--- src/rtl/pcileech_rst_pkg.sv ---
// Shared types for the PCIe reset sequencer and LED controller.
//   state_t    : reset sequencer FSM states
//   led_mode_t : per-LED drive mode encoding on led_mode
//   led_on()   : on-condition for one LED given its mode and blink phases
package pcileech_rst_pkg;

    typedef enum logic [1:0] {
        S_RESET,
        S_HOLD,
        S_STAGGER,
        S_RUN
    } state_t;

    typedef enum logic [1:0] {
        LED_OFF,
        LED_ON,
        LED_SLOW,
        LED_FAST
    } led_mode_t;

    function automatic logic led_on(input logic [1:0] mode,
                                    input logic       slow,
                                    input logic       fast);
        logic on;
        case (mode)
            LED_OFF:  on = 1'b0;
            LED_ON:   on = 1'b1;
            LED_SLOW: on = slow;
            LED_FAST: on = fast;
            default:  on = 1'b0;
        endcase
        return on;
    endfunction

endpackage

--- src/rtl/pcileech_sync2.sv ---
// Two-flop synchroniser for asynchronous pad inputs.
//   clk   : destination clock
//   rst_n : synchronous active-low reset, both flops reset to 0
//   d     : asynchronous input
//   q     : synchronised output (2 cycles of latency)
module pcileech_sync2 (
    input  logic clk,
    input  logic rst_n,
    input  logic d,
    output logic q
);

    logic meta;

    always_ff @(posedge clk) begin
        if (!rst_n) begin
            meta <= 1'b0;
            q    <= 1'b0;
        end else begin
            meta <= d;
            q    <= meta;
        end
    end

endmodule

--- src/rtl/pcileech_rst_led_seq.sv ---
// Reset sequencer and status-LED controller for the board top level.
//   clk          : system clock
//   rst_n        : synchronous active-low block reset
//   perst_n_in   : PERST# pad, asynchronous, active-low
//   led_mode     : 2 bits per LED (off / on / slow blink / fast blink)
//   led_identify : forces every LED to fast blink
//   rst_dom_out  : active-high domain resets, domain 0 released first
//   rst_done     : high once every domain is released
//   led_n        : active-low LED drives
//
// state     | meaning
// ----------+------------------------------------------------------
// S_RESET   | all domains held, waiting for synchronised PERST# high
// S_HOLD    | counting PERST# high cycles before releasing domain 0
// S_STAGGER | releasing remaining domains one per STAGGER_CYCLES
// S_RUN     | all domains released
module pcileech_rst_led_seq
    import pcileech_rst_pkg::*;
#(
    parameter int NUM_DOMAINS     = 2,
    parameter int RST_HOLD_CYCLES = 16,
    parameter int STAGGER_CYCLES  = 8,
    parameter int NUM_LEDS        = 2,
    parameter int BLINK_DIV_LOG2  = 24
) (
    input  logic                  clk,
    input  logic                  rst_n,
    input  logic                  perst_n_in,
    input  logic [2*NUM_LEDS-1:0] led_mode,
    input  logic                  led_identify,
    output logic [NUM_DOMAINS-1:0] rst_dom_out,
    output logic                  rst_done,
    output logic [NUM_LEDS-1:0]   led_n
);

    localparam int HOLD_W = $clog2(RST_HOLD_CYCLES) + 1;
    localparam int STG_W  = $clog2(STAGGER_CYCLES) + 1;
    localparam int REL_W  = $clog2(NUM_DOMAINS) + 1;

    localparam logic [HOLD_W-1:0] HOLD_LAST = HOLD_W'(RST_HOLD_CYCLES - 1);
    localparam logic [STG_W-1:0]  STG_LAST  = STG_W'(STAGGER_CYCLES - 1);
    localparam logic [REL_W-1:0]  REL_LAST  = REL_W'(NUM_DOMAINS - 1);
    localparam logic [REL_W-1:0]  REL_ALL   = REL_W'(NUM_DOMAINS);

    logic perst_s;

    pcileech_sync2 u_perst_sync (
        .clk   (clk),
        .rst_n (rst_n),
        .d     (perst_n_in),
        .q     (perst_s)
    );

    state_t             state, state_nx;
    logic [HOLD_W-1:0]  hold_cnt, hold_nx;
    logic [STG_W-1:0]   stg_cnt, stg_nx;
    // Number of domains released so far; domain k is out of reset when rel_cnt > k.
    logic [REL_W-1:0]   rel_cnt, rel_nx;

    always_ff @(posedge clk) begin
        if (!rst_n) begin
            state    <= S_RESET;
            hold_cnt <= '0;
            stg_cnt  <= '0;
            rel_cnt  <= '0;
        end else begin
            state    <= state_nx;
            hold_cnt <= hold_nx;
            stg_cnt  <= stg_nx;
            rel_cnt  <= rel_nx;
        end
    end

    always_comb begin
        state_nx = state;
        hold_nx  = hold_cnt;
        stg_nx   = stg_cnt;
        rel_nx   = rel_cnt;
        if (!perst_s) begin
            // PERST# low wins over any release due this cycle.
            state_nx = S_RESET;
            hold_nx  = '0;
            stg_nx   = '0;
            rel_nx   = '0;
        end else begin
            case (state)
                S_RESET: begin
                    state_nx = S_HOLD;
                end
                S_HOLD: begin
                    if (hold_cnt == HOLD_LAST) begin
                        hold_nx  = '0;
                        rel_nx   = REL_W'(1);
                        state_nx = (NUM_DOMAINS == 1) ? S_RUN : S_STAGGER;
                    end else begin
                        hold_nx = hold_cnt + 1'b1;
                    end
                end
                S_STAGGER: begin
                    if (stg_cnt == STG_LAST) begin
                        stg_nx = '0;
                        rel_nx = rel_cnt + 1'b1;
                        if (rel_cnt == REL_LAST) begin
                            state_nx = S_RUN;
                        end
                    end else begin
                        stg_nx = stg_cnt + 1'b1;
                    end
                end
                S_RUN: begin
                    state_nx = S_RUN;
                end
                default: begin
                    state_nx = S_RESET;
                end
            endcase
        end
    end

    // Outputs are registered from rel_cnt, so a release decided on one edge
    // reaches the pins on the next; rst_done moves together with the last domain.
    always_ff @(posedge clk) begin
        if (!rst_n) begin
            rst_dom_out <= '1;
            rst_done    <= 1'b0;
        end else begin
            for (int k = 0; k < NUM_DOMAINS; k++) begin
                rst_dom_out[k] <= !(rel_cnt > REL_W'(k));
            end
            rst_done <= (rel_cnt == REL_ALL);
        end
    end

    // LED path: free-running prescaler, independent of PERST#.
    logic [BLINK_DIV_LOG2-1:0] blink_cnt;
    logic                      slow;
    logic                      fast;

    assign slow = blink_cnt[BLINK_DIV_LOG2-1];
    assign fast = blink_cnt[BLINK_DIV_LOG2-3];

    always_ff @(posedge clk) begin
        if (!rst_n) begin
            blink_cnt <= '0;
            led_n     <= '1;
        end else begin
            blink_cnt <= blink_cnt + 1'b1;
            for (int i = 0; i < NUM_LEDS; i++) begin
                led_n[i] <= !led_on(led_identify ? LED_FAST : led_mode[2*i +: 2],
                                    slow, fast);
            end
        end
    end

endmodule

--- config.mk ---
export PLATFORM = sky130hd
export DESIGN_NAME = pcileech_rst_led_seq
export DESIGN_NICKNAME = d
export VERILOG_FILES = /design/src/rtl/pcileech_rst_pkg.sv /design/src/rtl/pcileech_sync2.sv /design/src/rtl/pcileech_rst_led_seq.sv
export SDC_FILE = /design/constraint.sdc
export NUM_CORES = 1
export LEC_CHECK = 0
export BUFFER_PORTS_ARGS = -buffer_cell sky130_fd_sc_hd__buf_4
export CAP_MARGIN = 10
export CORE_MARGIN = 4
export CORE_UTILIZATION = 63
export CTS_CLUSTER_SIZE = 25
export DETAILED_ROUTE_END_ITERATION = 8
export PLACE_DENSITY = 0.86
export SYNTH_ARGS = -nofsm -noshare
export SYNTH_HDL_FRONTEND = slang
export SYNTH_SLANG_ARGS = --single-unit
--- constraint.sdc ---
create_clock -name clk -period 2.6 [get_ports clk]
set_input_delay 0.65 -clock clk [delete_from_list [all_inputs] [get_ports clk]]
set_output_delay 0.65 -clock clk [all_outputs]
set_load 0.005 [all_outputs]
== After elaboration in Yosys (flattened, before gate mapping) ==
Cells that the tools add are included.
Operators by class
  order comparisons: 2
  equal/unequal tests: 16
  reduce and logical (&&, ||, !) cells: 11
  mux-type cells: 15
  add/sub/neg operators: 4
Operator list (number)
  $add A24 B1 Y24 const B: 1
  $eq A2 B2 Y1 const B: 7
  $mux W2: 7
  $eq A2 B1 Y1 const B: 4
  $pmux W1 S4: 2
  $pmux W2 S4: 1
  $logic_not A2 Y1: 3
  $ne A2 B2 Y1 const B: 3
  $reduce_and A3 Y1: 2
  $add A5 B1 Y5 const B: 1
  $eq A5 B4 Y1 const B: 1
  $mux W5: 1
  $add A4 B1 Y4 const B: 1
  $eq A4 B3 Y1 const B: 1
  $gt A2 B1 Y1 const B: 2
  $logic_not A1 Y1: 4
  $mux W4: 1
  $pmux W2 S2: 1
  $add A2 B1 Y2 const B: 1
  $mux W1: 2
  $reduce_and A2 Y1: 1
  $reduce_bool A2 Y1: 1
Word-level totals
  input bits: 8
  register bits after elaboration: 44

== Longest topological paths before layout ==
Gate-level depths: netlist of the first run.
  depth after elaboration: 5
  depth in mapped cells: 6
  depth with buffers taken out: 5

== By module ==
A second synthesis of the first run with hierarchy kept.
Second synthesis, totals
  cells, all modules: 217
  area, all modules: 1945.6 um^2
By module, submodules not included
  pcileech_rst_led_seq: times used 1, cells each 213, area an instance 1893.1 um^2
  pcileech_sync2: times used 1, cells each 4, area an instance 52.6 um^2

== Worst setup path before layout of the first run ==
Ideal clock, no wire load.
  kind: reg2reg
  start: register blink_cnt[0]
  end: register blink_cnt[18]
  period minus slack after synthesis: 1.510 ns
  arrival: 1.439 ns
  stages on the path, launching flop included: 7
  path buffers: 1
  setup slack: 1.090 ns
  data required time: 2.529 ns
  path through: dfxtp_1 -> ha_1 -> and4_1 -> buf_2 -> nand4_2 -> or3_1 -> a21oi_1
Between the ends
  word-level cells in the longest chain between the ends: 1
RTL lines
  start, declared: RTL line pcileech_rst_led_seq.sv:135  | logic [BLINK_DIV_LOG2-1:0] blink_cnt;
  start signal, assigned: RTL line pcileech_rst_led_seq.sv:147  | blink_cnt <= blink_cnt + 1'b1;
  $add A24 B1 Y24: RTL line pcileech_rst_led_seq.sv:147
Every way passes these cells.
A chain may end at the register's enable or synchronous reset.

== Worst setup path after layout of the first run ==
  start: register blink_cnt[0]
  end: register blink_cnt[20]
Same word-level chain as after synthesis.

==> impl_metrics.env, run 1 <==
export IMPL_area_growth_synth_to_final_pct=10.7
export IMPL_hp_class="reg -> reg"
export IMPL_ant_nets=0
export IMPL_synthSimpleGateAreaFrac_pct=27.1
export IMPL_synth_seq_area_share_pct=45.9
export IMPL_cts_sinks=44
export IMPL_cp_arrival_ns=2.05
export IMPL_yosysUniqueCellTypes=34
export IMPL_drv_cap=0
export IMPL_slew_violations=0
export IMPL_dieWidth_microns=63.2
export IMPL_drt_iter0_drc=108
export IMPL_peakVddDrop_v=0.000575
export IMPL_muxShareOfSynthArea_pct=2.61
export IMPL_final_cell_mix="dfxtp_1, nor2_1, nand2_1"
export IMPL_fin_nets=236
export IMPL_core_sq_um=2830
export IMPL_dr_pass1_iters=4
export IMPL_max_freq_mhz=569
export IMPL_finalCritPeriodShare_pct=67.6
export IMPL_startpoint_type="flop"
export IMPL_cp_end_kind="flop"
export IMPL_cp_max_fo=7
export IMPL_routed_wl_microns=3550
export IMPL_final_area_sq_um=2120
export IMPL_power_density_nw_per_um2=629
export IMPL_start_util_pct=67.8
export IMPL_slew_headroom_pct=53.5
export IMPL_fin_util_pct=75.1
export IMPL_antenna_found_initial=0
export IMPL_htreeDepth=2
export IMPL_clkTransAtPathRegs_ns=0.13
export IMPL_synth_seq_cells=44
export IMPL_p_sw_uw=244
export IMPL_synth_top_family_by_area="simple AND/OR/NAND/NOR gates"
export IMPL_synth_compound_area_share_pct=9.92
export IMPL_post_place_ws_ns=0.904
export IMPL_stdcell_count=254
export IMPL_fp_dieH_microns=63.2
export IMPL_fin_total_pwr_mw=1.34
export IMPL_grt_usage_pct=19.9
export IMPL_die_area_sq_um=3990
export IMPL_finalSetupViolCount=0
export IMPL_grt_setup_unrepaired="no"
export IMPL_p_int_mw=1.09
export IMPL_routabilityCongestion=0.794
export IMPL_netlist_area_sq_um=1920
export IMPL_required_ns=2.90
export IMPL_post_route_cells_drive_above_1_share_pct=9.87
export IMPL_syn_area_per_cell_sq_um=9.05
export IMPL_fillers=193
export IMPL_hold_ws_ns=0.453
export IMPL_status="finished clean"
export IMPL_insertion_delay_ns=0.36
export IMPL_numCtsBuffers=5
export IMPL_cts_setup_buffers=0
export IMPL_cts_buffer_depth=2
export IMPL_port_buffers=12
export IMPL_layout_commonest_cell="dfxtp_1"
export IMPL_grt_max_degree=25
export IMPL_synth_fa_ha_area_share_pct=3.91
export IMPL_post_route_min_period_ns=1.76
export IMPL_fin_setup_tns_ns=0
export IMPL_fin_worst_skew_ns=0.0104
export IMPL_avgViaCountPerCell=6.04
export IMPL_dp_cells=246
export IMPL_num_vias=1535
export IMPL_grt_pass1_wl_microns=6310
export IMPL_antenna_cells=0
export IMPL_seq_power_share_pct=51.4
export IMPL_leakagePower_nw=0.779
export IMPL_ys_warn_count=0
export IMPL_tightest_slew_ns=0.696
export IMPL_route_detailed_drc=0
export IMPL_dpl_hpwl_microns=2430
export IMPL_root_buffer="clkbuf_4"
export IMPL_combinationalPowerShare_pct=2.4
export IMPL_p_sw_share_pct=18.3
export IMPL_ios=13
export IMPL_grt_pass1_vias=1450
export IMPL_cts_hold_buf=0
export IMPL_criticalPathCategory="reg -> reg"
export IMPL_rows=19
export IMPL_grt_ovfl_total=0
export IMPL_wire_per_inst_microns=14.0
export IMPL_syn_inst=212
export IMPL_post_cts_resized=0
export IMPL_place_area_sq_um=2000
export IMPL_synth_nets=226
export IMPL_hold_violations=0
export IMPL_cts_tree="built"
export IMPL_synth_xor_area_share_pct=6.85
export IMPL_clkPwrFrac_pct=46.2
export IMPL_finalWorstSetupSlack_ns=0.843
==> layer usage <==
metal  share of wire, %  GRT usage (%)  vias to the layer above
li1                   -              -                      761
met1                 45           23.4                      732
met2                 47           33.1                       34
met3                5.5           6.39                        8
met4                2.2           8.63                        0
met5                  0              0                        -
==> flip-flops by register name, summed over array words and instances, names as in the netlist <==
register           count
stg_cnt                4
rst_dom_out            2
rst_done               1
state                  2
u_perst_sync.meta      1
hold_cnt               5
u_perst_sync.q         1
blink_cnt             24
led_n                  2
rel_cnt                2
==> cells in the mapped netlist <==
cell type / number / share of area, %
dfxtp_1: 44 / 46
nor2_1: 25 / 4.9
nand2_1: 18 / 3.5
a21oi_1: 15 / 3.9
xor2_1: 13 / 5.9
o21ai_0: 10 / 2.6
nand3_1: 8 / 2.1
nand4_1: 7 / 2.3
or3_1: 7 / 2.3
ha_1: 6 / 3.9
and2_1: 5 / 1.6
and4_1: 5 / 2.3
inv_1: 5 / 0.98
mux2i_1: 5 / 2.6
nor2b_1: 4 / 1.3
o31ai_1: 4 / 1.6
or4_1: 4 / 1.6
clkbuf_1: 3 / 0.59
and3_1: 2 / 0.65
buf_1: 2 / 0.39
buf_2: 2 / 0.52
buf_6: 2 / 1.2
nand2b_1: 2 / 0.65
nand4b_1: 2 / 0.91
nor3_1: 2 / 0.52
xnor2_1: 2 / 0.91
a221oi_1: 1 / 0.46
a311oi_1: 1 / 0.46
a41oi_1: 1 / 0.46
and3b_1: 1 / 0.46
and4b_1: 1 / 0.52
nand3_4: 1 / 0.91
nand4_2: 1 / 0.65
o22a_1: 1 / 0.46
==> power groups by stage <==
stage          logic [mW]  clock network, mW  registers, mW
2_1_floorplan      0.0180                  0          0.699
3_3_place_gp       0.0300                  0          0.701
3_5_place_dp       0.0318                  0          0.701
4_1_cts            0.0322              0.627          0.686
5_1_grt            0.0360              0.663          0.688
6_report           0.0319              0.617          0.686
==> worst max-delay path: stages (launching register included) <==
cell	delay (ns)
dfxtp_1	0.40
ha_1	0.22
and4_1	0.39
nand4_2	0.19
or3_1	0.36
a21oi_1	0.14
==> worst paths after layout <==
kind | from | endpoint | slack (ns) | cells after the start
min | u_perst_sync.meta | u_perst_sync.q | 0.45 | 1
min reg2reg | u_perst_sync.meta | u_perst_sync.q | 0.45 | 1
max | blink_cnt[0] | blink_cnt[20] | 0.84 | 5
max reg2reg | blink_cnt[0] | blink_cnt[20] | 0.84 | 5
==> cell type report <==
type	count	area (sq um)	share of cell area [%]
Timing Repair Buffer	12	90.1	4.24
Clock inverter	3	90.1	4.24
Clock buffer	5	37.5	1.77
Sequential cell	44	881	41.5
Multi-Input combinational cell	154	967	45.6
Inverter	5	18.8	0.884
Tap cell	31	38.8	1.83
==> cell families (layout without fill, tap and decap cells) <==
| family | after synthesis | after routing |
|---|---|---|
| xor gates and xnor gates | 15 | 15 |
| and+or+nand+nor | 95 | 95 |
| buffers and inverters | 14 | 25 |
| adders and majority gates | 6 | 6 |
| muxes | 5 | 5 |
| DFF | 44 | 44 |
| AOI/OAI and AO/OA | 33 | 33 |
Power figures use the tool's default switching activity.
==> inputs of run 2 (changes only) <==
ABC_AREA = 1   (was default)
CORE_UTILIZATION = 59   (was 63)
PLACE_DENSITY = 0.81   (was 0.86)
clock period = 1.8 ns   (was 2.6 ns; I/O delays follow)
==> run 2 against run 1 <==
Compared with the run above: non-clock buffer count unchanged; sequential cell count did not move; sequential share of layout area decreased by 2.8 points; maximum frequency rose by 28%; count of clock-buffer cells in the layout increased by 1; total power up 17%; synthesized cell count up 29%; critical path depth is 1 higher; die area up 14%; critical path type unchanged; largest cell class unchanged.
==> impl_metrics.env, run 2 <==
export IMPL_tightest_slew_ns=0.364
export IMPL_crit_buf_inv=0
export IMPL_fin_util_pct=67.7
export IMPL_syn_inst=274
export IMPL_synth_ff_type="dfxtp_1"
export IMPL_num_vias=1668
export IMPL_grt_pass1_vias=1599
export IMPL_port_buffers=12
export IMPL_power_density_nw_per_um2=684
export IMPL_die_area_sq_um=4530
export IMPL_critPathSlowestCell="dfxtp_1"
export IMPL_leakagePower_nw=0.975
export IMPL_grt_usage_pct=19.1
export IMPL_startpoint_type="flop"
export IMPL_synth_most_common_cell="nand2_1"
export IMPL_post_cts_resized=0
export IMPL_required_ns=2.07
export IMPL_routabilityCongestion=0.836
export IMPL_wire_per_inst_microns=10.7
export IMPL_layout_commonest_cell="nand2_1"
export IMPL_fin_nets=304
export IMPL_clkTransAtPathRegs_ns=0.13
export IMPL_peakVddDrop_v=0.000478
export IMPL_yosysUniqueCellTypes=31
export IMPL_final_cell_mix="nand2_1, nor2_1, dfxtp_1"
export IMPL_cts_buffer_depth=2
export IMPL_top_register="blink_cnt"
export IMPL_synthArstFlopShare_pct=0
export IMPL_antenna_found_initial=0
export IMPL_core_sq_um=3360
export IMPL_drt_iter0_drc=80
export IMPL_cts_tree="built"
export IMPL_netlist_area_sq_um=2080
export IMPL_dpl_hpwl_microns=2700
export IMPL_finalCritPeriodShare_pct=76.3
export IMPL_dr_pass1_iters=4
export IMPL_avgViaCountPerCell=4.95
export IMPL_fp_dieH_microns=67.3
export IMPL_cts_setup_buffers=0
export IMPL_synth_nets=288
export IMPL_finalSetupViolCount=0
export IMPL_rows=21
export IMPL_area_growth_synth_to_final_pct=9.77
export IMPL_root_buffer="clkbuf_4"
export IMPL_hp_class="in -> reg"
export IMPL_fillers=303
export IMPL_post_route_cells_drive_above_1_share_pct=15.5
export IMPL_cp_max_fo=5
export IMPL_grt_setup_unrepaired="no"
export IMPL_cts_sinks=44
export IMPL_dieWidth_microns=67.3
export IMPL_antenna_cells=0
export IMPL_crit_chain="ha_1 -> nand3_1 -> nor2_1 -> nand2_1 -> a21boi_0 -> nor2_1"
export IMPL_grt_max_degree=23
export IMPL_htreeDepth=2
export IMPL_netlist_top_cells_count="nand2_1, nor2_1, dfxtp_1"
export IMPL_synth_seq_area_share_pct=42.4
export IMPL_start_util_pct=61.7
export IMPL_slew_headroom_pct=75.7
export IMPL_slew_violations=0
export IMPL_grt_pass1_wl_microns=6580
export IMPL_max_freq_mhz=728
export IMPL_routed_wl_microns=3600
export IMPL_crit_top_cell="nor2_1"
export IMPL_post_route_min_period_ns=1.37
export IMPL_criticalPathCategory="reg -> reg"
export IMPL_cts_hold_buf=0
export IMPL_cp_end_kind="flop"
export IMPL_route_detailed_drc=0
export IMPL_yosys_area_top_type="dfxtp_1"
export IMPL_ant_nets=0
export IMPL_fin_setup_tns_ns=0
export IMPL_synth_seq_cells=44
export IMPL_status="finished clean"
export IMPL_critical_path_top_delay_family="simple AND/OR/NAND/NOR gates"
export IMPL_fin_worst_skew_ns=0.0139
export IMPL_grt_ovfl_total=0
export IMPL_reg_top3="blink_cnt x24, hold_cnt x5, stg_cnt x4"
export IMPL_yosysTopAreaCellShare_pct=42.4
export IMPL_drv_cap=0
export IMPL_worst_path_largest_cell_delay_ns=0.41
export IMPL_cp_arrival_ns=1.65
export IMPL_insertion_delay_ns=0.36
export IMPL_largest_register_ffs=24
export IMPL_ys_warn_count=0
export IMPL_synth_area_leaders="dfxtp_1, nand2_1, nor2_1"
export IMPL_ios=13
export IMPL_hold_violations=0
export IMPL_synth_edf_count=0
export IMPL_numCtsBuffers=5
export IMPL_syn_area_per_cell_sq_um=7.58
-- run 2: per-stage QoR --
| step | std cells | power, mW | setup WS, ns | hold WS (ns) | instance area (sq um) |
|---|---|---|---|---|---|
| 3_5_place_dp | 329 | 1.07 | 0.419 | 0.416 | 2210 |
| 6_report | 337 | 1.56 | 0.426 | 0.272 | 2280 |
| 4_1_cts | 337 | 1.58 | 0.416 | 0.258 | 2280 |
| 5_1_grt | 337 | 1.63 | 0.325 | 0.278 | 2280 |
| 2_1_floorplan | 274 | 1.05 | 0.584 | 0.390 | 2080 |
| 3_3_place_gp | 329 | 1.07 | 0.463 | 0.407 | 2210 |
-- run 2: path summary, 6_finish.rpt --
check	slack, ns	to	cells after the start	startpoint
worst max-delay path	0.43	rel_cnt[1]	6	hold_cnt[0]
worst min-delay path	0.27	u_perst_sync.meta	3	perst_n_in
worst max register to register	0.43	rel_cnt[1]	6	hold_cnt[0]
worst min register to register	0.44	u_perst_sync.q	2	u_perst_sync.meta
-- run 2: cell type report --
type | count | area (sq um) | share of cell area (%)
clock inverter | 2 | 15.0 | 0.659
inverter | 23 | 86.3 | 3.79
tap | 46 | 57.6 | 2.53
multi-input combinational | 204 | 1100 | 48.2
sequential | 44 | 881 | 38.7
clock buffer | 6 | 51.3 | 2.25
timing repair buffer | 12 | 90.1 | 3.95
-- run 2: cells by family after synthesis --
kind of cell             synth area share (%)
AO/OA/AOI/OAI                            9.34
XOR/XNOR                                 2.53
adder cells (fa/ha/maj)                  3.62
buffers and inverters                    4.70
flip-flops                               42.4
AND/OR/NAND/NOR                          37.4
-- run 2: layer usage --
layer	track usage [%]	up-vias	share of wire, %
li1	-	905	-
met1	22.9	739	47
met2	31.5	20	47
met3	6.16	4	4.5
met4	7.59	0	1.3
met5	0	-	0
-- run 2: worst reg2reg max path: stages, from the launching register on --
cell and delay, ns:
dfxtp_1 0.41, ha_1 0.19, nand3_1 0.10, nor2_1 0.18, nand2_1 0.16, a21boi_0 0.20
nor2_1 0.07
-- run 2: power breakdown --
| group | switching [mW] | internal (mW) | leakage (nW) | total (mW) |
|---|---|---|---|---|
| registers | 0.00624 | 0.985 | 0.356 | 0.991 |
| logic | 0.0338 | 0.0255 | 0.588 | 0.0594 |
| clock network | 0.319 | 0.190 | 0.0305 | 0.509 |
==> inputs of run 3 (changes only) <==
CORE_UTILIZATION = 53   (was 59)
PLACE_DENSITY = 0.77   (was 0.81)
clock period = 1.2 ns   (was 1.8 ns; I/O delays follow)
==> run 3 against run 2 <==
Compared with the run above: the run now ends with setup timing left; register-to-register slack lost 0.47 ns; combinational power rose by 100%; clock skew is 0.0068 ns lower.
==> impl_metrics.env, run 3 (synthesized netlist as in run 2, its figures left out) <==
export IMPL_leakagePower_nw=1.16
export IMPL_grt_pass1_wl_microns=6980
export IMPL_cp_end_kind="flop"
export IMPL_drt_iter0_drc=96
export IMPL_grt_pass1_vias=1615
export IMPL_cp_arrival_ns=1.45
export IMPL_r2r_end="blink_cnt[12]"
export IMPL_root_buffer="clkbuf_8"
export IMPL_fin_setup_tns_ns=-0.0723
export IMPL_critical_path_top_delay_family="simple AND/OR/NAND/NOR gates"
export IMPL_power_density_nw_per_um2=977
export IMPL_layout_commonest_cell="nand2_1"
export IMPL_critPathSlowestCell="dfxtp_2"
export IMPL_cts_hold_buf=0
export IMPL_post_route_cells_drive_above_1_share_pct=34.7
export IMPL_crit_chain="ha_4 -> nand2_4 -> nor2_8 -> nand3_4 -> buf_4 -> xor2_1 -> nor2_1"
export IMPL_post_route_min_period_ns=1.25
export IMPL_worstHoldStart="perst_n_in"
export IMPL_max_freq_mhz=801
export IMPL_top_register="blink_cnt"
export IMPL_slew_headroom_pct=78.0
export IMPL_fin_nets=325
export IMPL_wire_per_inst_microns=12.1
export IMPL_reg_top3="blink_cnt x24, hold_cnt x5, stg_cnt x4"
export IMPL_routabilityCongestion=0.801
export IMPL_hold_ws_ns=0.188
export IMPL_numCtsBuffers=5
export IMPL_ff2ff_path_depth=7
export IMPL_min_to="u_perst_sync.meta"
export IMPL_grt_max_degree=18
export IMPL_tightest_slew_ns=0.329
export IMPL_required_ns=1.40
export IMPL_start_util_pct=55.9
export IMPL_area_growth_synth_to_final_pct=28.1
export IMPL_insertion_delay_ns=0.30
export IMPL_dr_pass1_iters=4
export IMPL_fin_total_pwr_mw=2.60
export IMPL_cp_max_fo=5
export IMPL_stdcell_count=359
export IMPL_htreeDepth=2
export IMPL_antenna_found_initial=0
export IMPL_worst_path_largest_cell_delay_ns=0.36
export IMPL_finalCritPeriodShare_pct=104
export IMPL_crit_buf_inv=1
export IMPL_drv_cap=0
export IMPL_cts_buffer_depth=2
export IMPL_num_vias=1813
export IMPL_avgViaCountPerCell=5.05
export IMPL_cts_sinks=44
export IMPL_fp_dieH_microns=70.6
export IMPL_finalSetupViolCount=3
export IMPL_routed_wl_microns=4350
export IMPL_dp_cells=346
export IMPL_slew_violations=0
export IMPL_startpoint_type="flop"
export IMPL_cts_tree="built"
export IMPL_grt_ovfl_total=0
export IMPL_min_path_cells=3
export IMPL_rows=22
export IMPL_port_buffers=12
export IMPL_core_sq_um=3720
export IMPL_dpl_hpwl_microns=2960
export IMPL_grt_usage_pct=17.4
export IMPL_final_cell_mix="nand2_1, nor2_1, buf_4"
export IMPL_dieWidth_microns=70.6
export IMPL_die_area_sq_um=4980
export IMPL_hp_class="in -> reg"
export IMPL_peakVddDrop_v=0.000650
export IMPL_ios=13
export IMPL_violations="setup timing"
export IMPL_ant_nets=0
export IMPL_grt_setup_unrepaired="yes"
export IMPL_r2r_start="blink_cnt[1]"
export IMPL_hold_violations=0
export IMPL_route_detailed_drc=0
export IMPL_fin_worst_skew_ns=0.00712
export IMPL_status="finished, violations left"
export IMPL_finalWorstSetupSlack_ns=-0.0479
export IMPL_post_place_ws_ns=-0.0680
export IMPL_antenna_cells=0
export IMPL_clkTransAtPathRegs_ns=0.08
export IMPL_r2r_slack_ns=-0.05
export IMPL_largest_register_ffs=24
export IMPL_criticalPathCategory="reg -> reg"
[run 3: worst min-delay path: stages]
cell and delay [ns]:
buf_4 0.07, nand2_1 0.04, inv_1 0.04
[run 3: power by group]
part	internal, mW	switching [mW]
Sequential	1.47	0.0126
Clock	0.513	0.479
Combinational	0.0574	0.0633
Total	2.04	0.555
[run 3: metal layers]
metal	GRT usage [%]	routed length (microns)
met2	29.7	2220
met5	0	0
met4	7.72	59
met1	20.9	1910
met3	3.98	160
[run 3: cell type report]
type	count	area (sq um)
sequential	44	905
multi-input combinational	204	1260
inverter	23	88.8
tap	48	60.1
timing repair buffer	33	248
clock buffer	7	96.3
fill	306	1060
[run 3: metrics by stage]
step                      cell area (sq um)  utilization, %
after global routing                   2660            71.6
after global placement                 2330            62.7
after detailed placement               2330            62.7
after CTS                              2500            67.3
final                                  2660            71.6
after floorplan                        2080               -
[run 3: what timing repair did]
action,4_1_cts,5_1_grt
gates resized for setup,17,41
pin swaps,12,12
setup endpoints to repair,14,23
buffers inserted,1,5
[run 3: worst max-delay path by stage]
stage                       startpoint            end  slack [ns]  depth (start not counted)
final                     blink_cnt[1]  blink_cnt[12]       -0.05                          7
after global routing      blink_cnt[1]  blink_cnt[12]       -0.09                          7
after CTS                 blink_cnt[1]  blink_cnt[18]       -0.03                          8
after detailed placement  blink_cnt[0]  blink_cnt[22]       -0.07                          8
after global placement    blink_cnt[0]  blink_cnt[18]       -0.01                          8
after floorplan           blink_cnt[0]  blink_cnt[22]        0.01                          8
